--- src/rtl/period_detector.sv ---
// period_detector: pitch measurement of a 16-bit audio stream via hysteretic mid-scale rising crossings.
// Ports:
//   clk          - system clock, all logic on the rising edge
//   reset        - asynchronous active-high reset
//   enable       - one-cycle audio sample strobe
//   sample_in    - unsigned 16-bit sample, valid while enable = 1
//   half_period  - last measured half period in audio ticks
//   period_valid - one-cycle pulse when half_period updates
//   locked       - two consecutive periods agreed within +/-1
//   timeout      - one-cycle pulse when no crossing arrived within the maximum period
module period_detector #(
    parameter logic [15:0] HYST = 16'h1000
) (
    input  logic        clk,
    input  logic        reset,
    input  logic        enable,
    input  logic [15:0] sample_in,
    output logic [15:0] half_period,
    output logic        period_valid,
    output logic        locked,
    output logic        timeout
);
    localparam logic [15:0] HI_TH   = 16'h8000 + HYST;
    localparam logic [15:0] LO_TH   = 16'h8000 - HYST;
    localparam logic [16:0] CNT_MAX = 17'h1FFFE;

    typedef enum logic [1:0] {ACQ, LOW, HIGH} state_t;

    state_t      state_q, state_d;
    logic        armed_q, armed_d;
    logic [16:0] cnt_q, cnt_d;
    logic [16:0] prev_q, prev_d;
    logic [15:0] half_q, half_d;
    logic        valid_q, valid_d;
    logic        locked_q, locked_d;
    logic        timeout_q, timeout_d;

    logic        above, below, rise, meas, tout;
    logic [16:0] diff;

    assign above = sample_in >= HI_TH;
    assign below = sample_in <= LO_TH;
    assign rise  = enable && state_q == LOW && above;
    assign meas  = rise && armed_q;
    // a crossing on the last legal tick wins over the timeout
    assign tout  = enable && armed_q && !rise && cnt_q == CNT_MAX;
    assign diff  = cnt_q >= prev_q ? cnt_q - prev_q : prev_q - cnt_q;

    always_comb begin
        state_d   = state_q;
        armed_d   = armed_q;
        cnt_d     = cnt_q;
        prev_d    = prev_q;
        half_d    = half_q;
        locked_d  = locked_q;
        valid_d   = meas;
        timeout_d = tout;
        // thresholds never overlap, so above and below are mutually exclusive
        if (enable)
            state_d = tout ? ACQ : above ? HIGH : below ? LOW : state_q;
        if (rise) begin
            cnt_d   = 17'd1;
            armed_d = 1'b1;
        end else if (tout) begin
            cnt_d   = 17'd0;
            armed_d = 1'b0;
        end else if (enable && armed_q) begin
            cnt_d = cnt_q + 17'd1;
        end
        if (meas) begin
            half_d   = 16'((cnt_q + 17'd1) >> 1);
            prev_d   = cnt_q;
            locked_d = prev_q != 17'd0 && diff <= 17'd1;
        end
        if (tout) begin
            locked_d = 1'b0;
            prev_d   = 17'd0;
        end
    end

    always_ff @(posedge clk or posedge reset) begin
        if (reset) begin
            state_q   <= ACQ;
            armed_q   <= 1'b0;
            cnt_q     <= 17'd0;
            prev_q    <= 17'd0;
            half_q    <= 16'd0;
            valid_q   <= 1'b0;
            locked_q  <= 1'b0;
            timeout_q <= 1'b0;
        end else begin
            state_q   <= state_d;
            armed_q   <= armed_d;
            cnt_q     <= cnt_d;
            prev_q    <= prev_d;
            half_q    <= half_d;
            valid_q   <= valid_d;
            locked_q  <= locked_d;
            timeout_q <= timeout_d;
        end
    end

    assign half_period  = half_q;
    assign period_valid = valid_q;
    assign locked       = locked_q;
    assign timeout      = timeout_q;
endmodule
--- config.mk ---
export PLATFORM = sky130hd
export DESIGN_NAME = period_detector
export DESIGN_NICKNAME = d
export VERILOG_FILES = /design/src/rtl/period_detector.sv
export SDC_FILE = /design/constraint.sdc
export NUM_CORES = 1
export LEC_CHECK = 0
export CORE_UTILIZATION = 55
export CTS_CLUSTER_DIAMETER = 30
export DETAILED_ROUTE_END_ITERATION = 12
export GPL_ROUTABILITY_DRIVEN = 0
export PLACE_DENSITY_LB_ADDON = 0.2
export SYNTH_ARGS = -nofsm -noshare
export SYNTH_HDL_FRONTEND = slang
export SYNTH_SLANG_ARGS = --single-unit
--- constraint.sdc ---
create_clock -name clk -period 4.05 [get_ports clk]
set_clock_uncertainty 0.1 [all_clocks]
set_input_delay 0.6075 -clock clk [delete_from_list [all_inputs] [get_ports clk]]
set_output_delay 0.6075 -clock clk [all_outputs]
set_load 0.1 [all_outputs]
## Word-level counts from Yosys, hierarchy flattened

Index checks and enable logic that the tools add are counted.

- Bits of input ports: 19
- Flip-flop bits (word level): 56
- Word-level logic and storage cells: 44

- Reduce and logical (&&, ||, !) cells: 14
- Multiplexer cells: 13
- Equality and inequality tests: 2
- Order comparisons: 4
- Add/sub/neg operators: 3

Operators by type and width:

| operator | count |
|---|---|
| 2-to-1 mux 17 bit | 6 |
| subtractor 17 bit | 2 |
| adder 17 x 1 -> 17 bit, second input constant | 1 |
| equality test 17 bit, second input constant | 1 |
| greater-or-equal comparator 17 bit | 1 |
| less-or-equal comparator 17 x 1 -> 1 bit, second input constant | 1 |
| nonzero test 17 bit | 1 |
| greater-or-equal comparator 16 bit, second input constant | 1 |
| less-or-equal comparator 16 x 15 -> 1 bit, second input constant | 1 |
| logical AND 1 bit | 7 |
| 2-to-1 mux 2 bit | 3 |
| nonzero test 3 bit | 2 |
| 2-to-1 mux 1 bit | 4 |
| nonzero test 2 bit | 2 |
| equality test 2 x 1 -> 1 bit, second input constant | 1 |
| AND reduction 2 bit | 1 |
| logical NOT 1 bit | 1 |

## Longest topological paths before layout

Gate-level depths: netlist of the first run.

- Word-level depth: 8
- Mapped depth: 13
- Mapped depth without buffers: 13

## Worst setup path after synthesis of the first run

Ideal clock, no wire load.

- Path kind: flip-flop to flip-flop
- Start point: register cnt_q[1]
- End point: register locked_q (netlist: locked)
- Data required time: 3.874 ns
- Slack: 0.966 ns
- Arrival: 2.907 ns
- Clock period less this slack: 3.084 ns
- Cell stages (with the launch flop): 12
- Path through: dfrtp_1 inv_1 ha_1 nor2b_1 o21ai_1 a21oi_2 o311a_4 a21o_1 or4_4 o221ai_1 nand4_1 o21ai_1

- Longest elaborated chain between the ends: 6
- Elaborated cells between the ends (all ways): 11
- Those cells by class: 2 x add/sub; 2 x order compare; 1 x eq/ne; 3 x mux; 3 x reduce/logical

Ends and longest elaborated chain:

| element | line | source |
|---|---|---|
| start, declared | 31 | `logic [16:0] cnt_q, cnt_d;` |
| start signal, assigned | 94 | `cnt_q <= cnt_d;` |
| subtractor 17 bit / greater-or-equal comparator 17 bit (equally long branches) | 47 | `assign diff = cnt_q >= prev_q ? cnt_q - prev_q : prev_q - cnt_q;` |
| 2-to-1 mux 17 bit | 47 |  |
| less-or-equal comparator 17 x 1 -> 1 bit | 73 | `locked_d = prev_q != 17'd0 && diff <= 17'd1;` |
| logical AND 1 bit | 73 |  |
| 2-to-1 mux 1 bit | 70 | `if (meas) begin` |
| 2-to-1 mux 1 bit | 75 | `if (tout) begin` |
| end signal, assigned | 98 | `locked_q <= locked_d;` |
| end, declared | 35 | `logic locked_q, locked_d;` |

Parallel ways exist; a longest one is shown, timed or not. The select of a mux whose other input is x is not followed.
A chain may end at the register's enable or synchronous reset.

## Worst setup path in the final report of the first run

- Start point: register cnt_q[12]
- End point: register locked_q (netlist: locked)

The elaborated chain is that of the path after synthesis.

==> results.ini, run 1 <==
[route]
wl_met1_um = 5075
wl_per_cell_um = 16.76
ant_nets = 0
route.detailed.drc = 0
met2WireLength_um = 4886
highest-signal-layer = met4
finalWirelength_um = 11030
dr.first_iter.drc_count = 307
dr_wl_met3_um = 627
via_count = 3997
dr.pass1.iters = 8
via_per_inst = 6.074

[timing]
hold_slack_ns = 0.3900
max_freq_mhz = 280.9
setup-tns-final_ns = 0
rsz0062_at_grt = false
post-route-period-util = 0.8791
hold_viol = 0
layout_min_cycle_time_ns = 3.560
setup_viol = 0
drv_slew = 0
tightestPinTransition_ns = 0.9834
max_slew_margin = 0.3424

[critical_path]
cp.required_ns = 4.20
crit_path_start_kind = flop
path_max_fanout = 12
worstPathArrival_ns = 3.71
cp-end-kind = flop
criticalPathCategory = flop to flop

[clock_network]
path_clk_slew_ns = 0.10
clock-sinks = 56
post-cts-setup-buffers = 0
post_cts_resized = 0
h-tree-depth = 2
root_buffer = clkbuf_8
clock_path_buffers = 2
insertion_delay_ns = 0.32
numCtsBuffers = 5
ctsHoldBuffers = 0
cts_tree = built

[floorplanning]
core_area_um2 = 7687
num_io_pins = 38
start_util = 0.5669
die_y_um = 91.02
die_w_um = 91.02
num_rows = 32
die-area_um2 = 8284

[flow_run]
max_cap_viol_count = 0

[power_and_ir_drop]
p_total_w = 0.003984
power_density_nw_per_um2 = 809.7
p_leak_nw = 2.127
max-vdd-ir-drop_mv = 0.4027

[global_routing]
grt_antenna_before_repair = 0
grt_pass1_wl_um = 18920
gr-total-overflow = 0
grt_usage = 0.2867
grt_pass1_vias = 3850
grt_max_degree = 67

[placement]
dp_hpwl_um = 8380
dpl-instance-area_um2 = 4791
numPortBuffers = 37

[yosys]
synth_top_cell_area_share = 0.3216
ys_async_sr_fraction = 1.000
yosysUniqueCellTypes = 63
synth_area_um2 = 4358
synth.avg_cell_area_um2 = 8.207
synth_seq_area_share = 0.3216
syn_nets = 587
ys_seq_elements = 56
synth_top_cells_by_area = dfrtp_1 32%, ha_1 10%, xnor2_1 6.8%, nand2_1 5.3%, o21ai_0 4.4%
yosysTopAreaCell = dfrtp_1
postSynthCellCount = 531
synth_edf_count = 0
ys_warn_count = 0
yosys_most_used_dff = dfrtp_1

[status]
status = finished, final reports clean

[worst_hold_path]
hold_path.class = flop to flop

[layout]
fin_area_um2 = 4920
drive_above_1_share = 0.04317
fin_util = 0.6400
area_delta_synth_final_pct = 12.89
final_nets = 612
n_antenna_cell = 0

final timing paths:
path	from	cells after the start	slack (ns)	end
max	cnt_q[12]	11	0.49	locked
min	half_period[13]	2	0.39	half_period[13]
max reg2reg	cnt_q[12]	11	0.49	locked
min reg2reg	half_period[13]	2	0.39	half_period[13]
max in group asynchronous	reset	3	2.53	locked
min in group asynchronous	reset	2	0.49	half_period[5]
per-stage QoR:
step           setup WS [ns]  std cells
2_1_floorplan         0.9663        531
3_3_place_gp          0.7299        651
3_5_place_dp          0.5595        651
4_1_cts               0.5145        658
5_1_grt               0.3113        658
6_report              0.4897        658
layout by cell type (no fill, tap or decap), types with 3 or more instances in the layout:
master           Yosys  layout
xnor2_1             34      34
nand4_1              9       9
clkdlybuf4s50_1      0      37
nand2b_1             4       4
nor4_1               9       9
o21ai_0             38      38
o211ai_1             5       5
o21ai_1              3       3
nand3_1             19      18
o22ai_1             16      16
o21a_1               5       5
a21o_1               9       9
mux2i_1              4       4
ha_1                35      35
and3_1               6       6
nor3b_1              4       4
or3b_2               3       3
nand2_1             61      61
nor3_1               6       6
inv_1               44      43
o21bai_1             5       5
dfrtp_1             56      56
nor2b_1              3       3
a21oi_1             35      35
xor2_1               5       5
nor2_1              38      38
or3_1                4       4
clkbuf_8             0       5
a31oi_1              6       6
buf_4                0       3
critical path: stages (launching register included):
cell	delay [ns]
dfrtp_1	0.47
inv_1	0.14
ha_1	0.54
nand2_1	0.11
o21ai_0	0.38
nand2b_1	0.21
o311a_4	0.26
a21oi_1	0.17
or4_1	0.61
o221ai_1	0.25
nand4_1	0.12
o21ai_1	0.12
area by class of cell:
cell class                 instances  area [um2]
multi-input combinational        409        2704
clock inverter                     2       60.06
clock buffer                       5       68.82
timing repair buffer              40       392.9
sequential                        56        1401
fill                             664        2768
inverter                          44       165.2
tap                              102       127.6
cell families (layout without fill, tap and decap cells):
| group | Yosys count | after routing | synth area share |
|---|---|---|---|
| fa+ha+maj | 37 | 37 | 0.1097 |
| simple gates | 176 | 176 | 0.1947 |
| compound gates | 152 | 152 | 0.2248 |
| buf+inv | 66 | 91 | 0.05914 |
| flops | 56 | 56 | 0.3216 |
| xor+xnor | 39 | 39 | 0.07838 |
| mux | 5 | 5 | 0.01177 |
synthesized netlist by cell type, drive strengths merged (9+ instances only):
cell,n
xnor2,34
nand3,19
dfrtp,56
a21o,9
nand2,61
o21ai,41
a21oi,37
ha,35
nor4,9
nor2,38
o22ai,16
nand4,9
inv,44
clkbuf,18
where the power goes:
| part | leakage [nW] | switching, W | internal (W) |
|---|---|---|---|
| registers | 0.745 | 0.000144 | 0.000686 |
| logic | 1.32 | 0.00167 | 0.00105 |
| clock network | 0.0642 | 0.000187 | 0.000243 |
| total | 2.13 | 0.00200 | 0.00198 |
flip-flops by register name, summed over array words and instances, names as in the netlist:
signal	count
prev_q	17
timeout	1
locked	1
period_valid	1
armed_q	1
half_period	16
cnt_q	17
state_q	2
routing by layer:
metal	vias to the layer above	GRT usage
li1	1920	-
met3	35	0.03434
met1	1877	0.4122
met5	-	0
met4	0	0.1283
met2	165	0.4331
Note: power is estimated with default switching activity, not from simulation.
==> run 2, diff against run 1 <==
CTS_BUF_LIST = sky130_fd_sc_hd__clkbuf_16   (was default)
==> run 2 against run 1 <==
Register-to-register slack got worse by 0.08 ns. Global-route usage about the same. Die area unchanged. First-iteration DRC count is 10% lower. Final area rose by 1.1%. Largest cell class unchanged. Final cell count is the same. Fmax decreased by 2.1%. Worst hold slack worse by 0.0064 ns. Sequential power barely moved.
==> results.ini, run 2 (synthesized netlist as in run 1, its figures left out) <==
[timing]
hold_viol = 0  ; unchanged
setup_viol = 0  ; unchanged
drv_slew = 0  ; unchanged
max_freq_mhz = 274.9  ; -2.1%
setup-tns-final_ns = 0  ; unchanged
rsz0062_at_grt = false
tightestPinTransition_ns = 0.9844  ; +0.0009968 ns
post-route-period-util = 0.8981  ; +0.01902
layout_min_cycle_time_ns = 3.637  ; +0.07703 ns
max_slew_margin = 0.3417  ; -0.0006670
hold_slack_ns = 0.3836  ; -0.006372 ns

[critical_path]
crit_path_start_kind = flop
worstPathArrival_ns = 3.76  ; +0.05 ns
cp.required_ns = 4.17  ; -0.03 ns
path_max_fanout = 6  ; -6
criticalPathCategory = flop to flop
cp-end-kind = flop

[layout]
final_nets = 612  ; unchanged
final_cell_mix = 61 x nand2_1, 56 x dfrtp_1, 43 x inv_1
final_cells = 658  ; unchanged
n_antenna_cell = 0  ; unchanged
drive_above_1_share = 0.04317  ; unchanged
area_delta_synth_final_pct = 14.18
layout_commonest_cell = nand2_1

[route]
finalWirelength_um = 11090  ; +0.56%
via_count = 4032  ; +0.88%
via_per_inst = 6.128  ; +0.88%
dr.pass1.iters = 5  ; -3
ant_nets = 0  ; unchanged
route.detailed.drc = 0  ; unchanged
dr.first_iter.drc_count = 275  ; -10%
wl_per_cell_um = 16.86  ; +0.56%

[global_routing]
grt_antenna_before_repair = 0  ; unchanged
gr-total-overflow = 0  ; unchanged
grt_usage = 0.2869  ; about the same
grt_pass1_vias = 3850  ; unchanged
grt_pass1_wl_um = 19010  ; +0.48%
grt_max_degree = 67  ; unchanged

[placement]
dp.cells = 651  ; unchanged
numPortBuffers = 37  ; unchanged
dp_hpwl_um = 8380  ; unchanged

[floorplanning]
num_rows = 32  ; unchanged
start_util = 0.5669  ; unchanged
die_y_um = 91.02  ; unchanged
die-area_um2 = 8284  ; unchanged
die_w_um = 91.02  ; unchanged
core_area_um2 = 7687  ; unchanged
num_io_pins = 38  ; unchanged

[clock_network]
insertion_delay_ns = 0.30  ; -0.02 ns
numCtsBuffers = 5  ; unchanged
post-cts-setup-buffers = 0  ; unchanged
ctsHoldBuffers = 0  ; unchanged
cts_tree = built
root_buffer = clkbuf_16
h-tree-depth = 2  ; unchanged
path_clk_slew_ns = 0.07  ; -0.03 ns
post_cts_resized = 0  ; unchanged
clock_path_buffers = 2  ; unchanged
clock-sinks = 56  ; unchanged

[worst_hold_path]
hold_path.class = flop to flop

[flow_run]
max_cap_viol_count = 0  ; unchanged

[power_and_ir_drop]
p_leak_nw = 2.153  ; +1.2%
power_density_nw_per_um2 = 825.9  ; +2.0%
max-vdd-ir-drop_mv = 0.4810  ; +19%

[status]
status = finished, final reports clean

run 2: cell types whose count changed in the layout (fill, tap and decap cells not counted):
cell,change
clkbuf_16,+5
clkbuf_8,-5
run 2: final timing paths:
| check | from | end | slack [ns] | cells past startpoint |
|---|---|---|---|---|
| worst max-delay path | cnt_q[0] | locked | 0.41 | 13 |
| max in group asynchronous | reset | prev_q[6] | 2.49 | 3 |
| worst max register to register | cnt_q[0] | locked | 0.41 | 13 |
| worst min register to register | half_period[13] | half_period[13] | 0.38 | 2 |
| min in group asynchronous | reset | half_period[4] | 0.52 | 2 |
| worst min-delay path | half_period[13] | half_period[13] | 0.38 | 2 |
run 2: report_power, final:
part | total (W) | switching (W) | internal, W
Combinational | 0.00273 | 0.00168 | 0.00105
Clock | 0.000553 | 0.000201 | 0.000351
Sequential | 0.000832 | 0.000145 | 0.000687
run 2: critical path, stage by stage, from the launching register on:
cell and delay [ns]:
dfrtp_1 0.47, inv_1 0.15, ha_1 0.18, inv_1 0.06, fa_1 0.45, a211o_1 0.32, a21oi_1 0.25, a21oi_1 0.11
and2_0 0.17, a311o_1 0.34, o21ba_2 0.23, nor4b_1 0.43, nand4_1 0.16, o21ai_1 0.15
run 2: area by class of cell:
cell class / count / area, um2
Clock buffer: 5 / 125.1
Fill cell: 642 / 2711
Tap cell: 102 / 127.6
Timing Repair Buffer: 40 / 392.9
Sequential cell: 56 / 1401
Clock inverter: 2 / 60.06
Inverter: 44 / 165.2
Multi-Input combinational cell: 409 / 2704
run 2: per-layer routing:
layer  share of wire  GRT usage  up-vias
met3           0.053    0.03350       27
li1                -          -     1928
met4           0.035     0.1138        0
met1            0.47     0.4157     1902
met5               0          0        -
met2            0.45     0.4375      175
run 2: metrics by stage:
| stage | power, W | area, um2 | utilization | setup WS [ns] |
|---|---|---|---|---|
| global placement | 0.003415 | 4791 | 0.6232 | 0.7299 |
| global route | 0.004387 | 4976 | 0.6473 | 0.3119 |
| floorplan | 0.002911 | 4358 | - | 0.9663 |
| CTS | 0.004046 | 4976 | 0.6473 | 0.5070 |
| detailed placement | 0.003478 | 4791 | 0.6232 | 0.5595 |
| finish | 0.004110 | 4976 | 0.6473 | 0.4127 |
